<file path="config.mk">
export PLATFORM = sky130hd
export DESIGN_NAME = synchronizer
export DESIGN_NICKNAME = d
export VERILOG_FILES = /design/src/rtl/synchronizer.sv
export SDC_FILE = /design/constraint.sdc
export NUM_CORES = 1
export LEC_CHECK = 0
export BUFFER_PORTS_ARGS = -buffer_cell sky130_fd_sc_hd__buf_2
export CAP_MARGIN = 20
export CORE_MARGIN = 5
export CORE_UTILIZATION = 45
export CTS_CLUSTER_DIAMETER = 30
export CTS_CLUSTER_SIZE = 14
export DETAILED_ROUTE_END_ITERATION = 12
export PLACE_DENSITY = 0.74
export SYNTH_ARGS = -nofsm -noshare
export SYNTH_HDL_FRONTEND = slang
export SYNTH_SLANG_ARGS = --single-unit
</file>
<file path="constraint.sdc">
create_clock -name clk -period 0.8 [get_ports clk]
set_input_delay 0.12 -clock clk [delete_from_list [all_inputs] [get_ports clk]]
set_output_delay 0.12 -clock clk [all_outputs]
set_load 0.005 [all_outputs]
</file>
<file path="src/rtl/synchronizer.sv">
// rtl/synchronizer.sv - multi-flop CDC synchronizer for a DATA_WIDTH-bit bus
// Optional feature macro: SYNCHRONIZER_COHERENT_EN (output-hold register that only
// accepts words seen identical in the last two ranks).
module synchronizer #(
  parameter int                    DATA_WIDTH = 32,
  parameter int                    STAGES     = 2,
  parameter logic [DATA_WIDTH-1:0] RESET_VAL  = '0
) (
  input  logic                  clk,
  input  logic                  rst,
  input  logic [DATA_WIDTH-1:0] d_in,
  output logic [DATA_WIDTH-1:0] d_out
);

  // A chain shorter than two ranks gives no metastability settling time.
  if (STAGES < 2) begin : g_bad_stages
    $error("synchronizer: STAGES must be >= 2");
  end

  // Ranks kept adjacent with nothing between them so placement can pack them tightly.
  (* ASYNC_REG = "TRUE" *) logic [DATA_WIDTH-1:0] sync [STAGES];

  // Shift chain: rank 0 captures the asynchronous bus, each later rank re-times the previous one.
  always_ff @(posedge clk) begin
    if (rst) begin
      for (int i = 0; i < STAGES; i++) sync[i] <= RESET_VAL;
    end else begin
      sync[0] <= d_in;
      for (int i = 1; i < STAGES; i++) sync[i] <= sync[i-1];
    end
  end

`ifdef SYNCHRONIZER_COHERENT_EN
  logic [DATA_WIDTH-1:0] out_q;

  // Only pass a word once the last two ranks agree, so a skewed multi-bit change never reaches d_out.
  always_ff @(posedge clk) begin
    if (rst) begin
      out_q <= RESET_VAL;
    end else if (sync[STAGES-1] == sync[STAGES-2]) begin
      out_q <= sync[STAGES-1];
    end
  end

  assign d_out = out_q;
`else
  assign d_out = sync[STAGES-1];
`endif

endmodule

</file>
==> results.py, run 1 <==
metrics = {
    "floorplanning": {
        "start_util": 0.460,
        "die_area_um2": 6280,
        "fp-row-count": 25,
        "core_um2": 4690,
        "die_h_um": 79.3,
        "fp.dieW_um": 79.3,
        "io-pin-count": 66,
    },
    "placed_design": {
        "gp_congestion": 0.601,
        "port_buffers": 65,
        "place_hpwl_mm": 2.21,
        "dpl-instance-area_um2": 2280,
        "dpl_worst_slack_ns": 0.112,
    },
    "sta": {
        "finalSetupViolations": 32,
        "fin_crit_ns": 0.877,
        "finClkSkew_ns": 0.00488,
        "hold_viol": 0,
        "worst_pin_slew_ns": 0.163,
        "setup_ws_ns": -0.0767,
        "relSlewSlack": 0.891,
        "rsz0062_at_grt": "true",
        "finalMaxSlewViolations": 0,
        "setup_tns_ns": -1.93,
        "fmax_mhz": 1140,
        "fin_crit_sh": 1.10,
    },
    "worst_setup_path": {
        "crit_type": "flop to output pin",
        "r2r_cells": 1,
        "slowest_stage": "dfxtp_2",
        "cp-end-kind": "output pin",
        "critPathLaunchType": "flop",
        "critPathMaxFanout": 1,
        "cp.arrival_ns": 0.76,
        "critPathRequiredTime_ns": 0.68,
        "critical_path.top_delay_family": "flip-flops",
        "crit_buf_inv": 1,
        "r2r_start": "sync[0][30]",
        "cp_cell_sequence": "buf_2",
        "reg2reg_slack_ns": 0.24,
        "r2r-end": "sync[0][62]",
        "cp_slowest_stage_delay_ns": 0.31,
    },
    "route": {
        "drc": 0,
        "wirelength_mm": 3.38,
        "firstDrtPassIters": 2,
        "vias_per_cell": 4.09,
        "vias": 1186,
        "postRouteAntennaNets": 0,
        "dr.first_iter.drc_count": 34,
        "wire_per_inst_um": 11.7,
    },
    "status": {
        "violations": "setup timing",
        "status": "complete, but fails checks",
    },
    "global_route": {
        "grtUsageTotal": 0.121,
        "grt_pass1_wl_mm": 5.53,
        "antenna_found_initial": 0,
        "grt-ovfl-total": 0,
        "grt_pass1_vias": 1263,
        "grt_max_degree": 26,
    },
    "final_layout": {
        "fin_nets": 266,
        "top_regs": "sync x64",
        "top_register": "sync",
        "antenna_cells": 0,
        "largest_register_ff_count": 64,
        "drive_above_1_share": 0.644,
        "syn_to_final_growth_pct": 28.3,
        "design_area_um2": 2770,
    },
    "worst_hold_path": {
        "hold_path_end": "sync[0][19]",
        "worst_hold_path_type": "primary input to flop",
        "min_delay_path_depth": 2,
        "hp-start": "d_in[19]",
    },
    "clock_tree": {
        "clkTransAtPathRegs_ns": 0.06,
        "cts_max_level": 3,
        "clk_path_buf_depth": 2,
        "numCtsBuffers": 9,
        "cts_sinks": 64,
        "clk_latency_ns": 0.33,
        "cts_tree": "yes",
        "root_buffer": "clkbuf_8",
    },
    "synthesis": {
        "avgSynthCellArea_um2": 12.9,
        "yosysTopAreaCell": "dfxtp_1",
        "syn-cell-area_um2": 2160,
        "synthCells": 167,
        "synth.most_common_cell": "dfxtp_1",
        "synthTopCellsByArea": "dfxtp_1, nor2b_2, buf_4, buf_6, buf_8",
        "synthTopCellsByCount": "dfxtp_1, nor2b_2, buf_4",
        "synth-async-reset-ratio": 0,
        "ys_seq_area_frac": 0.594,
        "ys_warn_count": 0,
        "synth-seq-cells": 64,
        "syn_nets": 201,
        "ys_dominant_reg_cell": "dfxtp_1",
        "synth_edf_count": 0,
        "yosysTopAreaCellShare": 0.594,
        "ys_types": 6,
    },
    "pwr": {
        "cellPowerDensity_nw_per_um2": 2400,
        "power_leakage_nw": 1.26,
        "peakVddDrop_mv": 1.63,
    },
    "run": {
        "maxCapViolCount": 0,
    },
}
metal layers:
metal	share of wire	up-vias	global-route usage
met5	0	-	0
met4	0.029	0	0.0979
met3	0.11	8	0.0556
met2	0.50	48	0.190
met1	0.37	534	0.123
li1	-	596	-
kinds of logic after synthesis:
logic type | after synthesis | share of synthesized area
flops | 64 | 0.594
simple gates | 64 | 0.255
buf+inv | 39 | 0.151
cells in the final DEF (no fill, tap or decap):
master,count
bufinv_16,1
dfxtp_1,56
buf_12,2
buf_2,59
dfxtp_2,8
nor2b_2,60
dlygate4sd3_1,24
nor2b_1,4
clkbuf_8,12
clkinv_2,2
buf_4,3
buf_6,5
per-stage QoR:
stage                     cells  total power, mW  hold WS (ns)   util
after floorplan             167             3.76         0.248      -
after global placement      251             3.82         0.330  0.486
after detailed placement    251             3.84         0.332  0.486
after CTS                   288             6.72      0.000400  0.579
after global routing        290             6.94       0.00194  0.590
final                       290             6.64        0.0123  0.590
layout make-up:
cell class / count / area, um2
clock buffers: 12 / 165
repair buffers: 93 / 654
clock inverters: 3 / 40.0
fillers: 386 / 1920
well taps: 54 / 67.6
multi-input cells: 64 / 551
flip-flops and latches: 64 / 1290
how the worst max path moves through the flow:
stage | slack (ns) | depth (start not counted) | from | end
after CTS | -0.1 | 1 | sync[0][37] | d_out[5]
after detailed placement | 0.11 | 3 | rst | sync[0][5]
after floorplan | 0.24 | 3 | rst | sync[0][32]
after global routing | -0.12 | 1 | sync[0][49] | d_out[17]
after global placement | 0.12 | 3 | rst | sync[0][49]
final | -0.08 | 1 | sync[0][34] | d_out[2]
timing repair:
item | in CTS | in global routing
setup buffers | 0 | 0
endpoints found under the hold margin | 22 | 2
cloned | 0 | 0
endpoints found under the setup margin | 32 | 32
gates resized for setup | 2 | 11
hold buffers | 22 | 2
where the power goes:
group	switching, mW	internal (mW)
Combinational	0.172	0.325
Sequential	0.0331	3.34
Clock	1.11	1.67
Note: power is estimated with default switching activity, not from simulation.
==> inputs of run 2 (changes only) <==
==> constraint.sdc (replaced) <==
create_clock -name clk -period 0.8 [get_ports clk]
set_input_delay 0.04 -clock clk [delete_from_list [all_inputs] [get_ports clk]]
set_output_delay 0.04 -clock clk [all_outputs]
set_load 0.005 [all_outputs]
==> run 2 against run 1 <==
  * The run now ends clean
  * Clock power is 18% lower
  * Count of clock-buffer cells in the layout stayed put
  * Critical path depth stayed put
  * Combinational power is 8.2% higher
  * Final cell count is 2.4% higher
  * Routed wire length is 5.3% higher
  * Global-route usage is 0.53 points higher
  * Largest cell class unchanged
  * Setup slack better by 0.093 ns
  * Via count is 1.9% higher
  * Sequential power hardly changed
  * Critical path type unchanged
  * Critical endpoint is now d_out[1]
==> results.py, run 2 (synthesis gave the netlist of run 1 again) <==
metrics = {
    "route": {
        "firstDrtPassIters": 2,
        "dr.first_iter.drc_count": 17,
        "postRouteAntennaNets": 0,
        "vias_per_cell": 4.07,
        "vias": 1208,
        "wire_per_inst_um": 12.0,
        "wirelength_mm": 3.56,
        "drc": 0,
    },
    "final_layout": {
        "fin_util": 0.603,
        "top_regs": "sync x64",
        "drive_above_1_share": 0.621,
        "design_area_um2": 2830,
        "multiInputGateArea_um2": 551,
        "syn_to_final_growth_pct": 31.1,
        "largest_register_ff_count": 64,
        "register_area_um2": 1290,
        "top_register": "sync",
        "fin_nets": 275,
        "layout.cells.non_filler": 297,
        "fillers": 376,
        "layout_common_cells": "nor2b_2, buf_2, dfxtp_1",
        "mostFrequentLayoutCell": "nor2b_2",
        "antenna_cells": 0,
    },
    "clock_tree": {
        "numCtsBuffers": 9,
        "root_buffer": "clkbuf_8",
        "cts_max_level": 3,
        "clk_latency_ns": 0.32,
        "cts_tree": "yes",
        "clkTransAtPathRegs_ns": 0.06,
        "cts_sinks": 64,
        "cts.repair_timing.setup_buffer_count": 0,
        "clk_path_buf_depth": 2,
    },
    "global_route": {
        "grt_pass1_vias": 1332,
        "grt_pass1_wl_mm": 5.76,
        "grtUsageTotal": 0.126,
        "grt-ovfl-total": 0,
        "antenna_found_initial": 0,
        "grt_max_degree": 26,
    },
    "worst_setup_path": {
        "critPathMaxFanout": 1,
        "critPathLaunchType": "flop",
        "cp_cell_sequence": "buf_2",
        "slowest_stage": "dfxtp_2",
        "crit_buf_inv": 1,
        "critPathRequiredTime_ns": 0.76,
        "crit_type": "flop to output pin",
        "cp-end-kind": "output pin",
        "cp.arrival_ns": 0.74,
        "cp_slowest_stage_delay_ns": 0.31,
        "critical_path.top_delay_family": "flip-flops",
    },
    "floorplanning": {
        "start_util": 0.460,
        "fp-row-count": 25,
        "die_area_um2": 6280,
        "die_h_um": 79.3,
        "io-pin-count": 66,
        "fp.dieW_um": 79.3,
        "core_um2": 4690,
    },
    "run": {
        "maxCapViolCount": 0,
    },
    "pwr": {
        "power.total_mw": 6.18,
        "power_leakage_nw": 1.27,
        "peakVddDrop_mv": 1.23,
        "cellPowerDensity_nw_per_um2": 2190,
    },
    "sta": {
        "worst_pin_slew_ns": 0.225,
        "finalMaxSlewViolations": 0,
        "rsz0062_at_grt": "true",
        "fin_crit_sh": 0.980,
        "finClkSkew_ns": 0.00305,
        "relSlewSlack": 0.849,
        "hold_viol": 0,
        "finalSetupViolations": 0,
        "fmax_mhz": 1280,
        "hold_ws_ns": 0.0913,
        "fin_crit_ns": 0.784,
    },
    "status": {
        "status": "complete, no violations",
    },
    "placed_design": {
        "place_hpwl_mm": 2.16,
        "dpl-instance-area_um2": 2280,
        "port_buffers": 65,
        "place_inst": 251,
        "gp_congestion": 0.601,
    },
    "worst_hold_path": {
        "worst_hold_path_type": "primary input to flop",
    },
}
[run 2: cell types whose count changed in the layout (fill, tap and decap cells not counted), moves of 2 or more]
| cell | before | now |
|---|---|---|
| buf_6 | 5 | 7 |
| dlygate4sd3_1 | 24 | 33 |
| dfxtp_2 | 8 | 10 |
| dfxtp_1 | 56 | 54 |
| buf_2 | 59 | 57 |
[run 2: layer usage]
layer | track usage | share of wire
met5 | 0 | 0
met4 | 0.0945 | 0.021
met3 | 0.0510 | 0.093
met2 | 0.219 | 0.53
met1 | 0.119 | 0.36
[run 2: path summary, 6_finish.rpt]
kind	startpoint	endpoint	slack, ns	cells after the start
setup / recovery	sync[0][33]	d_out[1]	0.02	1
hold / removal	rst	sync[0][52]	0.09	3
setup reg to reg	sync[0][30]	sync[0][62]	0.26	1
hold reg to reg	sync[0][6]	sync[0][38]	0.43	1
[run 2: report_power, final]
group          leakage (nW)  internal, mW  total (mW)  switching, mW
Combinational         0.656         0.358       0.538          0.179
Clock                0.0842          1.24        2.27           1.03
Sequential            0.534          3.34        3.37         0.0329
[run 2: what timing repair did]
item | CTS | global route
cloned | 0 | 0
resized for setup | 1 | 16
hold buffers | 33 | 0
hold endpoints to repair | 34 | 0
setup endpoints to repair | 12 | 28
[run 2: final cells by class]
cell class / count / area share
repair buffers: 102 / 0.268
well taps: 54 / 0.0239
multi-input cells: 64 / 0.195
clock inverters: 1 / 0.00177
clock buffers: 12 / 0.0548
flip-flops and latches: 64 / 0.457
[run 2: stage by stage]
| step | worst slack [ns] | setup TNS (ns) |
|---|---|---|
| 6_report | 0.0160 | 0 |
| 5_1_grt | -0.0210 | -0.293 |
| 4_1_cts | -0.0141 | -0.0559 |
| 3_5_place_dp | 0.188 | 0 |
| 3_3_place_gp | 0.200 | 0 |
| 2_1_floorplan | 0.289 | 0 |
==> inputs of run 3 (changes only) <==
--- a/config.mk
+++ b/config.mk
@@ -7,7 +7,7 @@
 export LEC_CHECK = 0
 export BUFFER_PORTS_ARGS = -buffer_cell sky130_fd_sc_hd__buf_2
 export CAP_MARGIN = 20
-export CORE_MARGIN = 5
+export CORE_MARGIN = 2
 export CORE_UTILIZATION = 45
 export CTS_CLUSTER_DIAMETER = 30
 export CTS_CLUSTER_SIZE = 14
==> run 3 against run 2 <==
  * Clock power increased by 18%
  * Largest cell class unchanged
  * Count of clock-buffer cells in the layout increased by 1
  * Register-to-register slack about the same
  * Final cell count increased by 0.67%
  * Critical endpoint unchanged
  * Worst hold slack got worse by 0.081 ns
==> results.py, run 3 (synthesis gave the netlist of run 1 again) <==
metrics = {
    "status": {
        "status": "complete, no violations",
    },
    "worst_setup_path": {
        "r2r-end": "sync[0][48]",
        "cp_cell_sequence": "buf_2",
        "slowest_stage": "dfxtp_2",
        "critPathRequiredTime_ns": 0.76,
        "critPathLaunchType": "flop",
        "cp.arrival_ns": 0.75,
        "cp.depth": 1,
        "reg2reg_slack_ns": 0.25,
        "crit_type": "flop to output pin",
        "crit_buf_inv": 1,
        "r2r_start": "sync[0][16]",
        "worstSetupEndpoint": "d_out[1]",
        "r2r_cells": 1,
        "critPathMaxFanout": 1,
        "cp-end-kind": "output pin",
        "cp_slowest_stage_delay_ns": 0.31,
        "critical_path.top_delay_family": "flip-flops",
        "cp-startpoint": "sync[0][33]",
    },
    "floorplanning": {
        "core_um2": 4660,
        "io-pin-count": 66,
        "die_area_um2": 5370,
        "fp.dieW_um": 73.3,
        "fp-row-count": 25,
        "start_util": 0.463,
        "die_h_um": 73.3,
    },
    "global_route": {
        "grt_max_degree": 22,
        "grtUsageTotal": 0.136,
        "grt_pass1_vias": 1238,
        "antenna_found_initial": 0,
        "grt_pass1_wl_mm": 5.18,
        "grt-ovfl-total": 0,
    },
    "pwr": {
        "power.total_mw": 6.59,
        "switching_power_mw": 1.28,
        "power_leakage_nw": 1.30,
        "cellPowerDensity_nw_per_um2": 2280,
        "power.share.clock": 0.405,
        "peakVddDrop_mv": 1.62,
        "swShare": 0.194,
        "power_frac_comb": 0.083,
        "seqPwrFrac": 0.512,
        "cell_internal_pwr_mw": 5.31,
    },
    "sta": {
        "fin_crit_ns": 0.787,
        "rsz0062_at_grt": "true",
        "hold_ws_ns": 0.0106,
        "finClkSkew_ns": 0.00474,
        "finalMaxSlewViolations": 0,
        "fin_crit_sh": 0.984,
        "hold_viol": 0,
        "fmax_mhz": 1270,
        "setup_ws_ns": 0.0125,
        "worst_pin_slew_ns": 0.173,
        "relSlewSlack": 0.885,
        "setup_tns_ns": 0,
        "finalSetupViolations": 0,
    },
    "final_layout": {
        "mostFrequentLayoutCell": "nor2b_2",
        "fin_nets": 274,
        "fin_util": 0.620,
        "syn_to_final_growth_pct": 34.0,
        "register_area_um2": 1300,
        "layout_common_cells": "nor2b_2, buf_2, dfxtp_1",
        "drive_above_1_share": 0.633,
        "antenna_cells": 0,
        "layout.cells.non_filler": 299,
        "largest_register_ff_count": 64,
        "top_register": "sync",
        "design_area_um2": 2890,
        "top_regs": "sync x64",
        "multiInputGateArea_um2": 551,
        "fillers": 354,
    },
    "clock_tree": {
        "clk_latency_ns": 0.32,
        "cts_sinks": 64,
        "numCtsBuffers": 9,
        "cts_max_level": 3,
        "clk_path_buf_depth": 2,
        "clkTransAtPathRegs_ns": 0.06,
        "cts_tree": "yes",
        "root_buffer": "clkbuf_8",
    },
    "route": {
        "postRouteAntennaNets": 0,
        "firstDrtPassIters": 2,
        "vias": 1210,
        "wirelength_mm": 3.36,
        "drc": 0,
        "dr.first_iter.drc_count": 21,
        "wire_per_inst_um": 11.2,
        "vias_per_cell": 4.05,
    },
    "placed_design": {
        "port_buffers": 65,
        "dpl-instance-area_um2": 2290,
        "place_inst": 251,
        "place_hpwl_mm": 1.85,
        "gp_congestion": 0.717,
        "dpl_worst_slack_ns": 0.178,
    },
    "worst_hold_path": {
        "worst_hold_path_type": "primary input to flop",
        "hp-start": "rst",
    },
    "run": {
        "maxCapViolCount": 0,
    },
}
## run 3: layout make-up
type,instances,share of cell area
clock buffers,13,0.0550
clock inverters,3,0.0138
multi-input cells,64,0.190
flip-flops and latches,64,0.448
well taps,54,0.0234
repair buffers,101,0.269
## run 3: power groups by stage
stage	logic (mW)	registers, mW	clock network [mW]
2_1_floorplan	0.332	3.43	0
3_3_place_gp	0.397	3.43	0
3_5_place_dp	0.402	3.44	0
4_1_cts	0.528	3.37	2.79
5_1_grt	0.597	3.39	2.94
6_report	0.546	3.38	2.67
## run 3: what timing repair did
item                                   4_1_cts  5_1_grt
setup endpoints to repair                    7       34
setup buffers                                0        0
gates resized for setup                      1       21
hold buffers                                33        0
endpoints found under the hold margin       35        0
## run 3: worst min path at each step
stage	cells after the start	to	slack, ns
2_1_floorplan	1	sync[0][0]	0.17
3_3_place_gp	2	sync[0][16]	0.25
3_5_place_dp	2	sync[0][31]	0.25
4_1_cts	3	sync[0][51]	0.11
5_1_grt	2	sync[0][29]	0.02
6_report	2	sync[0][63]	0.01
## run 3: metal layers
layer	wire length, um	up-vias	GRT usage
met5	0	-	0
met2	1730	47	0.229
met1	1280	543	0.133
met4	63	0	0.0926
met3	279	8	0.0604
li1	-	612	-
